==> config.mk <==
export PLATFORM = sky130hd
export DESIGN_NAME = operand_fetch
export DESIGN_NICKNAME = d
export VERILOG_FILES = /design/src/rtl/operand_fetch.sv
export SDC_FILE = /design/constraint.sdc
export NUM_CORES = 1
export LEC_CHECK = 0
export CAP_MARGIN = 10
export CORE_AREA = 2 2 118 86
export CTS_CLUSTER_DIAMETER = 60
export CTS_CLUSTER_SIZE = 24
export DETAILED_ROUTE_END_ITERATION = 8
export DIE_AREA = 0 0 120 88
export GPL_ROUTABILITY_DRIVEN = 0
export PLACE_DENSITY = 0.85
export SYNTH_ARGS = -nofsm -noshare
export SYNTH_HDL_FRONTEND = slang
export SYNTH_SLANG_ARGS = --single-unit
==> constraint.sdc <==
create_clock -name clk -period 4.9 [get_ports clk]
set_input_delay 0.98 -clock clk [delete_from_list [all_inputs] [get_ports clk]]
set_output_delay 0.98 -clock clk [all_outputs]
set_load 0.02 [all_outputs]
==> src/rtl/operand_fetch.sv <==
// operand_fetch: port-side sequencer for a 2-read/1-write register file.
// Takes one operand request at a time from decode and issues the reads.
// Writebacks pass straight through to the file's write port. A writeback that
// lands while the read data is being captured is forwarded into the operands.
// The operands are then held for execute until execute accepts them.
//
// Handshakes: a transfer happens on a rising edge where valid && ready.
// On the request side, req_ready is high only in IDLE, so one request is in
// flight at a time. On the operand side, once op_valid rises the operands and
// op_valid hold steady until op_ready is seen high at an edge. Writebacks have
// no ready signal and are always taken.
module operand_fetch #(
  parameter int reg_width  = 5,
  parameter int data_width = 32
) (
  input  logic                  clk,
  input  logic                  rst_n,
  input  logic                  req_valid,
  output logic                  req_ready,
  input  logic [reg_width-1:0]  req_rs1,
  input  logic [reg_width-1:0]  req_rs2,
  input  logic                  req_rs1_use,
  input  logic                  req_rs2_use,
  input  logic                  wb_valid,
  input  logic [reg_width-1:0]  wb_rd,
  input  logic [data_width-1:0] wb_data,
  output logic                  op_valid,
  input  logic                  op_ready,
  output logic [data_width-1:0] op_rs1_data,
  output logic [data_width-1:0] op_rs2_data,
  output logic                  rf_rd_en,
  output logic                  rf_rs1_en,
  output logic                  rf_rs2_en,
  output logic [reg_width-1:0]  rf_rd,
  output logic [reg_width-1:0]  rf_rs1,
  output logic [reg_width-1:0]  rf_rs2,
  output logic [data_width-1:0] rf_rd_din,
  input  logic [data_width-1:0] rf_rs1_dout,
  input  logic [data_width-1:0] rf_rs2_dout,
  output logic [1:0]            dbg_state
);

  typedef enum logic [1:0] {
    S_IDLE  = 2'd0,
    S_ISSUE = 2'd1,
    S_WAIT  = 2'd2,
    S_VALID = 2'd3
  } state_t;

  state_t                state_q;
  logic [reg_width-1:0]  rs1_q, rs2_q;
  logic                  rs1_use_q, rs2_use_q;
  logic                  op_valid_q;
  logic [data_width-1:0] op_rs1_q, op_rs2_q;
  logic [data_width-1:0] op_rs1_d, op_rs2_d;
  logic                  accept;
  logic                  issue_read;

  assign dbg_state   = state_q;
  assign op_valid    = op_valid_q;
  assign op_rs1_data = op_rs1_q;
  assign op_rs2_data = op_rs2_q;

  // The write port is a pure pass-through. x0 writes go through unchanged,
  // and the file itself decides what to do with them.
  assign rf_rd_en  = wb_valid && rst_n;
  assign rf_rd     = wb_rd;
  assign rf_rd_din = wb_data;

  // Read addresses come from the latched request, so they stay stable
  // from ISSUE through WAIT.
  assign rf_rs1 = rs1_q;
  assign rf_rs2 = rs2_q;

  assign req_ready = rst_n && (state_q == S_IDLE);
  assign accept    = req_valid && req_ready;

  // A write in the same cycle owns the file ports, so the reads wait for it.
  // The file ignores rs2_en unless rs1_en is also set, so an rs2-only request
  // still raises rs1_en.
  assign issue_read = rst_n && (state_q == S_ISSUE) && !wb_valid;
  assign rf_rs1_en  = issue_read && (rs1_use_q || rs2_use_q);
  assign rf_rs2_en  = issue_read && rs2_use_q;

  // Capture values for WAIT: an unused operand is 0; a writeback to the
  // same non-zero register in this cycle overrides the file's read data.
  always_comb begin
    op_rs1_d = '0;
    op_rs2_d = '0;
    if (rs1_use_q) begin
      op_rs1_d = (wb_valid && (wb_rd == rs1_q) && (wb_rd != '0)) ? wb_data : rf_rs1_dout;
    end
    if (rs2_use_q) begin
      op_rs2_d = (wb_valid && (wb_rd == rs2_q) && (wb_rd != '0)) ? wb_data : rf_rs2_dout;
    end
  end

  // Request sequencing: latch the request, issue the reads, capture the data, hold it for execute.
  always_ff @(posedge clk) begin
    if (!rst_n) begin
      state_q    <= S_IDLE;
      rs1_q      <= '0;
      rs2_q      <= '0;
      rs1_use_q  <= 1'b0;
      rs2_use_q  <= 1'b0;
      op_valid_q <= 1'b0;
      op_rs1_q   <= '0;
      op_rs2_q   <= '0;
    end else begin
      case (state_q)
        S_IDLE: begin
          if (accept) begin
            rs1_q     <= req_rs1;
            rs2_q     <= req_rs2;
            rs1_use_q <= req_rs1_use;
            rs2_use_q <= req_rs2_use;
            state_q   <= S_ISSUE;
          end
        end
        S_ISSUE: begin
          if (!wb_valid) begin
            state_q <= S_WAIT;
          end
        end
        S_WAIT: begin
          op_rs1_q   <= op_rs1_d;
          op_rs2_q   <= op_rs2_d;
          op_valid_q <= 1'b1;
          state_q    <= S_VALID;
        end
        S_VALID: begin
          if (op_ready) begin
            op_valid_q <= 1'b0;
            state_q    <= S_IDLE;
          end
        end
        default: state_q <= S_IDLE;
      endcase
    end
  end

endmodule

; ---- Yosys cells after proc, flatten, opt, wreduce, memory -nomap -nowiden
; Cells that the tools add are included.
; Widths: inputs -> output; s select.
[word_totals]
ff_bits = 79
input_bits = 118
[classes]
eq_ne = 8
muxes = 10
n_reduce_logical = 19
[ops]
columns = operator, count
row1 = $mux 32, 4
row2 = $logic_and 1x1->1, 11
row3 = $eq 5x5->1, 2
row4 = $pmux 2 s4, 1
row5 = $mux 2, 3
row6 = $ne 2x2->1 const B, 3
row7 = $reduce_bool 5->1, 1
row8 = $eq 2x2->1 const B, 2
row9 = $reduce_and 2->1, 2
row10 = $reduce_and 3->1, 1
row11 = $eq 2x1->1 const B, 1
row12 = $logic_not 2->1, 1
row13 = $pmux 1 s2, 1
row14 = $reduce_bool 2->1, 1
row15 = $logic_not 1->1, 1
row16 = $logic_or 1x1->1, 1
row17 = $mux 1, 1

; ---- Depth between registers and ports, before layout
; Gate-level depths: netlist (run 1).
[depth]
word_depth = 5
mapped_depth = 7
depth_no_buf = 6

; ---- Least setup slack after synthesis (run 1)
; OpenSTA, ideal clock, no wires.
[synth_path]
kind = in2out
from = input port rst_n
to = output port rf_rs1_en
t_arrival_ns = 2.092
t_required_ns = 3.920
slack_ns = 1.828
stages = 3
n_path_buf = 1
cell_sequence = clkbuf_1 > inv_2 > nor4b_1
[synth_between]
elab_chain_cells = 3
[synth_rtl]
columns = item, line_no
row1 = "start, declared", 17  ; input logic rst_n,
row2 = $logic_and 1x1->1 (2 in a row), 81  ; assign issue_read = rst_n && (state_q == S_ISSUE) && !wb_valid;
row3 = $logic_and 1x1->1, 82  ; assign rf_rs1_en = issue_read && (rs1_use_q || rs2_use_q);
row4 = "end, declared", 32  ; output logic rf_rs1_en,
; Every way passes these cells.

; ---- Worst setup path in the final report (run 1)
; Ends and elaborated chain as after synthesis.

==> metrics.yaml, run 1 <==
setup_path:
  crit_path_start_kind: "input pin"
  cp_slowest_stage_delay_ns: 0.92
  slowest_stage: "clkdlybuf4s50_1"
  cp_cell_sequence: "clkdlybuf4s50_1 -> inv_2 -> nor4b_1 -> clkdlybuf4s50_1"
  cpMostUsedCell: "clkdlybuf4s50_1"
  cp_top_family: "buffers and inverters"
  cp_max_fo: 20
  reg2reg_setup_slack_ns: 2.36
  worstPathArrival_ns: 3.02
  cp.required_ns: 3.92
  path_class: "in -> out"
  worstPathBufferInverterCount: 3
  end_kind: "primary output"
layout:
  area_growth_pct: 67.5
  diodes: 0
  nFillCells: 736
  final_cell_mix: "235 x clkdlybuf4s50_1, 79 x dfxtp_1, 65 x and2_1"
  layout_commonest_cell: "clkdlybuf4s50_1"
  final_cell_area_um2: 5980
  instances_no_fill: 672
  layout.nets: 662
  layout.area.seq_um2: 1580
  multiInputGateArea_um2: 1560
  fin_util: 0.635
  layout-drive-gt1-share: 0.0386
grt:
  grt_use_met2: 0.384
  grt_max_degree: 65
  overflow: 0
  met3_usage: 0.0671
  grt_use_total: 0.221
  use_met1: 0.263
  grt_pass1_wl_mm: 18.2
  antenna_found_initial: 0
  grt_pass1_vias: 3523
  grt-busiest-layer: "met2"
power:
  leakagePower_nw: 2.30
  p_per_area_nw_per_um2: 324
  finalPower_mw: 1.94
  ir_worst_vdd_v: 0.000204
clock_tree:
  cts-root-buf: "clkbuf_16"
  clk_latency_ns: 0.33
  clock_path_buffers: 2
  htreeDepth: 3
  cts_tree: "done"
  cts.clk_slew.worst_paths_ns: 0.06
  ctsHoldBuffers: 0
  postCtsSetupBuffers: 0
  clock-sinks: 79
  cts.repair.resized: 0
  cts_made_buffers: 9
status:
  status: "complete, no violations"
placement:
  hpwlAfterDp_mm: 8.24
  preCtsSetupSlack_ns: 0.930
  dp.cells: 656
  placed_cell_area_um2: 5680
  portBuffers: 235
sta:
  fmax_ghz: 0.250
  relSlewSlack: 0.253
  rsz0062_at_grt: "no"
  fin_skew_ns: 0.00842
  worstMarginPinSlew_ns: 1.12
  min_period_over_period: 0.816
  worst_slack_ns: 0.901
  final-setup-viol-count: 0
  report.final.slew_viol_count: 0
  min_period_ns: 4.00
  holdWs_ns: 0.485
  fin_tns_setup_ns: 0
  hold_viol_final: 0
yosys:
  ys_seq_elements: 79
  syn_nets: 477
  ys_types: 33
  syn_inst: 354
  syn_area_um2: 3570
  ys_warn_count: 0
  ys_seq_area_frac: 0.443
  syn_area_per_cell_um2: 10.1
die:
  initial_utilization: 0.379
  rows: 30
  core_um2: 9420
  ios: 236
  fp.dieArea_um2: 10600
  die_y_um: 88
  die_w_um: 120
detailed_routing:
  ant_nets: 0
  detail_route.iter0.violations: 199
  routedWlPerCell_um: 17.5
  via_count: 3472
  routed_wirelength_mm: 11.7
  via_per_inst: 5.17
  dr.pass1.iters: 4
  drc: 0
job:
  cap_violations: 0
hold_path:
  hold_class: "reg -> reg"
-- logic make-up after synthesis --
| family | count (synthesis) | synth area share |
|---|---|---|
| AO/OA/AOI/OAI | 83 | 0.215 |
| XOR/XNOR | 9 | 0.0221 |
| adder cells (fa/ha/maj) | 5 | 0.0175 |
| buffers and inverters | 67 | 0.126 |
| flip-flops | 79 | 0.443 |
| multiplexers | 1 | 0.00280 |
| AND/OR/NAND/NOR | 110 | 0.173 |
-- per-layer routing --
layer | part of all wire | vias up
li1 | - | 1618
met1 | 0.42 | 1650
met2 | 0.48 | 188
met3 | 0.088 | 16
met4 | 0.015 | 0
met5 | 0 | -
-- where the power goes --
| group | switching, mW | internal (mW) | total (mW) |
|---|---|---|---|
| sequential | 0.0417 | 0.692 | 0.734 |
| clock | 0.261 | 0.408 | 0.669 |
| combinational | 0.269 | 0.265 | 0.534 |
| total | 0.572 | 1.36 | 1.94 |
-- worst paths after layout --
check | start | end | cells past startpoint
worst max-delay path | rst_n | rf_rs1_en | 4
worst min-delay path | rf_rs2[4] | rf_rs2[4] | 2
worst max register to register | rf_rs1[3] | op_rs1_data[30] | 5
worst min register to register | rf_rs2[4] | rf_rs2[4] | 2
-- layout make-up --
type | instances | share of cell area
flip-flops and latches | 79 | 0.264
inverters | 5 | 0.00314
multi-input cells | 208 | 0.261
repair buffers | 236 | 0.394
well taps | 128 | 0.0268
clock buffers | 11 | 0.0406
clock inverters | 5 | 0.00962
-- state kept, by name (all words and copies together), names as in the netlist --
signal and flops:
rs1_use_q 1, rf_rs2 5, dbg_state 2, op_rs2_data 32, rs2_use_q 1, op_rs1_data 32
rf_rs1 5, op_valid 1
-- worst register-to-register path, delay by kind of cell (launching register included) --
family	cells	cell delay, ns
xor gates and xnor gates	1	0.17
DFF	1	0.34
AOI/OAI and AO/OA	1	0.21
buffers and inverters	1	0.39
and+or+nand+nor	2	1.37
-- synthesized netlist by cell type --
library cell	instances	area, µm²
a211oi_1	1	7.51
a21bo_1	1	10.0
a221o_1	64	641
a22oi_1	1	7.51
a31oi_2	2	25.0
and2_1	65	407
and3_1	2	12.5
and4_1	1	8.76
and4_4	1	11.3
buf_2	7	35.0
buf_4	37	278
buf_6	7	78.8
clkbuf_1	11	41.3
clkinv_1	1	3.75
dfxtp_1	79	1580
ha_1	5	62.6
inv_1	3	11.3
inv_2	1	3.75
mux2i_1	1	10.0
nand2_1	27	101
nand3_1	2	10.0
nor2_1	4	15.0
nor2b_1	2	12.5
nor3_1	2	10.0
nor3b_1	1	7.51
nor4_1	1	6.26
nor4b_1	1	8.76
o211a_1	1	10.0
o21ai_1	12	60.1
o221ai_1	1	8.76
or4_1	1	7.51
xnor2_1	2	17.5
xor2_1	7	61.3
Note: power is estimated with default switching activity, not from simulation.
==> run 2, diff against run 1 <==
--- a/config.mk
+++ b/config.mk
@@ -6,13 +6,13 @@
 export NUM_CORES = 1
 export LEC_CHECK = 0
 export CAP_MARGIN = 10
-export CORE_AREA = 2 2 118 86
+export CORE_AREA = 2 2 128 93
 export CTS_CLUSTER_DIAMETER = 60
 export CTS_CLUSTER_SIZE = 24
 export DETAILED_ROUTE_END_ITERATION = 8
-export DIE_AREA = 0 0 120 88
+export DIE_AREA = 0 0 130 95
 export GPL_ROUTABILITY_DRIVEN = 0
-export PLACE_DENSITY = 0.85
+export PLACE_DENSITY = 0.77
 export SYNTH_ARGS = -nofsm -noshare
 export SYNTH_HDL_FRONTEND = slang
 export SYNTH_SLANG_ARGS = --single-unit
==> constraint.sdc (replaced) <==
create_clock -name clk -period 3.6 [get_ports clk]
set_input_delay 0.72 -clock clk [delete_from_list [all_inputs] [get_ports clk]]
set_output_delay 0.72 -clock clk [all_outputs]
set_load 0.02 [all_outputs]
==> metrics.yaml, run 2 (synthesis results as in run 1) <==
setup_path:
  ff2ff_path_depth: 6  # +1
  path_class: "in -> out"
  crit_path_start_kind: "input pin"
  worstPathArrival_ns: 2.36  # -0.66 ns
  end_kind: "primary output"
  cp.required_ns: 2.88  # -1.04 ns
  cp_max_fo: 19  # -5.0%
placement:
  portBuffers: 235  # unchanged
  hpwlAfterDp_mm: 8.59  # +4.2%
  placed_cell_area_um2: 5770  # +1.5%
die:
  core_um2: 11300  # +20%
  initial_utilization: 0.317  # -0.0622
  ios: 236  # unchanged
  die_y_um: 95  # +8.0%
  rows: 33  # +10%
  die_w_um: 130  # +8.3%
  fp.dieArea_um2: 12400  # +17%
detailed_routing:
  drc: 0  # unchanged
  routedWlPerCell_um: 16.4  # -5.8%
  via_per_inst: 4.85  # -6.1%
  dr.pass1.iters: 4  # unchanged
  via_count: 3424  # -1.4%
  detail_route.iter0.violations: 134  # -33%
  routed_wirelength_mm: 11.6  # -1.1%
  ant_nets: 0  # unchanged
sta:
  rsz0062_at_grt: "no"
  fin_skew_ns: 0.00670  # -0.00172 ns
  min_period_over_period: 0.857
  report.final.slew_viol_count: 0  # unchanged
  fin_tns_setup_ns: 0  # unchanged
  relSlewSlack: 0.349  # +0.0959
  fmax_ghz: 0.324
  worstMarginPinSlew_ns: 0.976  # -0.141 ns
  final-setup-viol-count: 0  # unchanged
  min_period_ns: 3.08
  hold_viol_final: 0  # unchanged
clock_tree:
  cts.clk_slew.worst_paths_ns: 0.06  # about the same
  ctsHoldBuffers: 0  # unchanged
  cts_tree: "done"
  clock_path_buffers: 2  # unchanged
  cts_made_buffers: 9  # unchanged
  htreeDepth: 3  # unchanged
  clock-sinks: 79  # unchanged
  clk_latency_ns: 0.33  # about the same
  postCtsSetupBuffers: 0  # unchanged
  cts-root-buf: "clkbuf_16"
  cts.repair.resized: 0  # unchanged
grt:
  grt_max_degree: 35  # -46%
  antenna_found_initial: 0  # unchanged
  overflow: 0  # unchanged
  grt_use_total: 0.183  # -0.0380
  grt_pass1_wl_mm: 17.6  # -3.1%
  grt_pass1_vias: 3423  # -2.8%
power:
  leakagePower_nw: 2.34  # +2.0%
  p_per_area_nw_per_um2: 446  # +38%
  ir_worst_vdd_v: 0.000241  # +18%
layout:
  fin_util: 0.541  # -0.0945
  layout.nets: 667  # +0.76%
  layout-drive-gt1-share: 0.0474  # +0.00876
  layout_commonest_cell: "clkdlybuf4s50_1"
  nFillCells: 985  # +34%
  area_growth_pct: 70.6
  final_cell_mix: "235 x clkdlybuf4s50_1, 79 x dfxtp_1, 65 x and2_1"
  diodes: 0  # unchanged
  final_cell_area_um2: 6090  # +1.8%
status:
  status: "complete, no violations"
job:
  cap_violations: 0  # unchanged
hold_path:
  holdPathStages: 2  # unchanged
  hold_class: "reg -> reg"
-- run 2: through the flow --
step	power [mW]	hold slack, ns	setup slack (ns)	std cells
floorplan	1.37	0.463	1.05	354
global placement	1.73	0.472	0.466	690
detailed placement	1.75	0.483	0.391	690
CTS	2.75	0.494	0.503	706
global route	2.84	0.518	0.436	706
finish	2.72	0.490	0.516	706
-- run 2: critical path, cell delays in order --
cell and delay (ns):
clkdlybuf4s50_1 0.49, buf_4 0.23, nand2_1 0.10, nor3b_1 0.19, clkdlybuf4s50_1 0.63
-- run 2: layout make-up --
cell class,instances,area [µm²],area share
Clock inverter,5,81.3,0.0133
Tap cell,157,196,0.0322
Clock buffer,11,243,0.0398
Multi-Input combinational cell,208,1560,0.257
Inverter,5,18.8,0.00308
Timing Repair Buffer,241,2410,0.395
Sequential cell,79,1580,0.259
-- run 2: power by group --
group | switching (mW) | internal, mW
registers | 0.0565 | 0.942
clock network | 0.359 | 0.626
logic | 0.364 | 0.369
total | 0.779 | 1.94
-- run 2: final timing paths --
| path | from | to | slack (ns) |
|---|---|---|---|
| setup reg to reg | dbg_state[0] | op_rs1_data[0] | 1.45 |
| hold / removal | rf_rs1[0] | rf_rs1[0] | 0.49 |
| hold reg to reg | rf_rs1[0] | rf_rs1[0] | 0.49 |
| setup / recovery | rst_n | rf_rs2_en | 0.52 |
-- run 2: metal layers --
metal  track usage  vias to the layer above  wire length [µm]
li1              -                     1634                 -
met1         0.225                     1617              4950
met2         0.312                      162              5620
met3        0.0635                       11               941
met4        0.0394                        0                91
met5             0                        -                 0
==> run 3, diff against run 2 <==
--- a/config.mk
+++ b/config.mk
@@ -5,10 +5,10 @@
 export SDC_FILE = /design/constraint.sdc
 export NUM_CORES = 1
 export LEC_CHECK = 0
-export CAP_MARGIN = 10
+export CAP_MARGIN = 20
 export CORE_AREA = 2 2 128 93
 export CTS_CLUSTER_DIAMETER = 60
-export CTS_CLUSTER_SIZE = 24
+export CTS_CLUSTER_SIZE = 8
 export DETAILED_ROUTE_END_ITERATION = 8
 export DIE_AREA = 0 0 130 95
 export GPL_ROUTABILITY_DRIVEN = 0
==> results of run 3 <==
Final layout, timing and power as in run 2 (identical DEF).
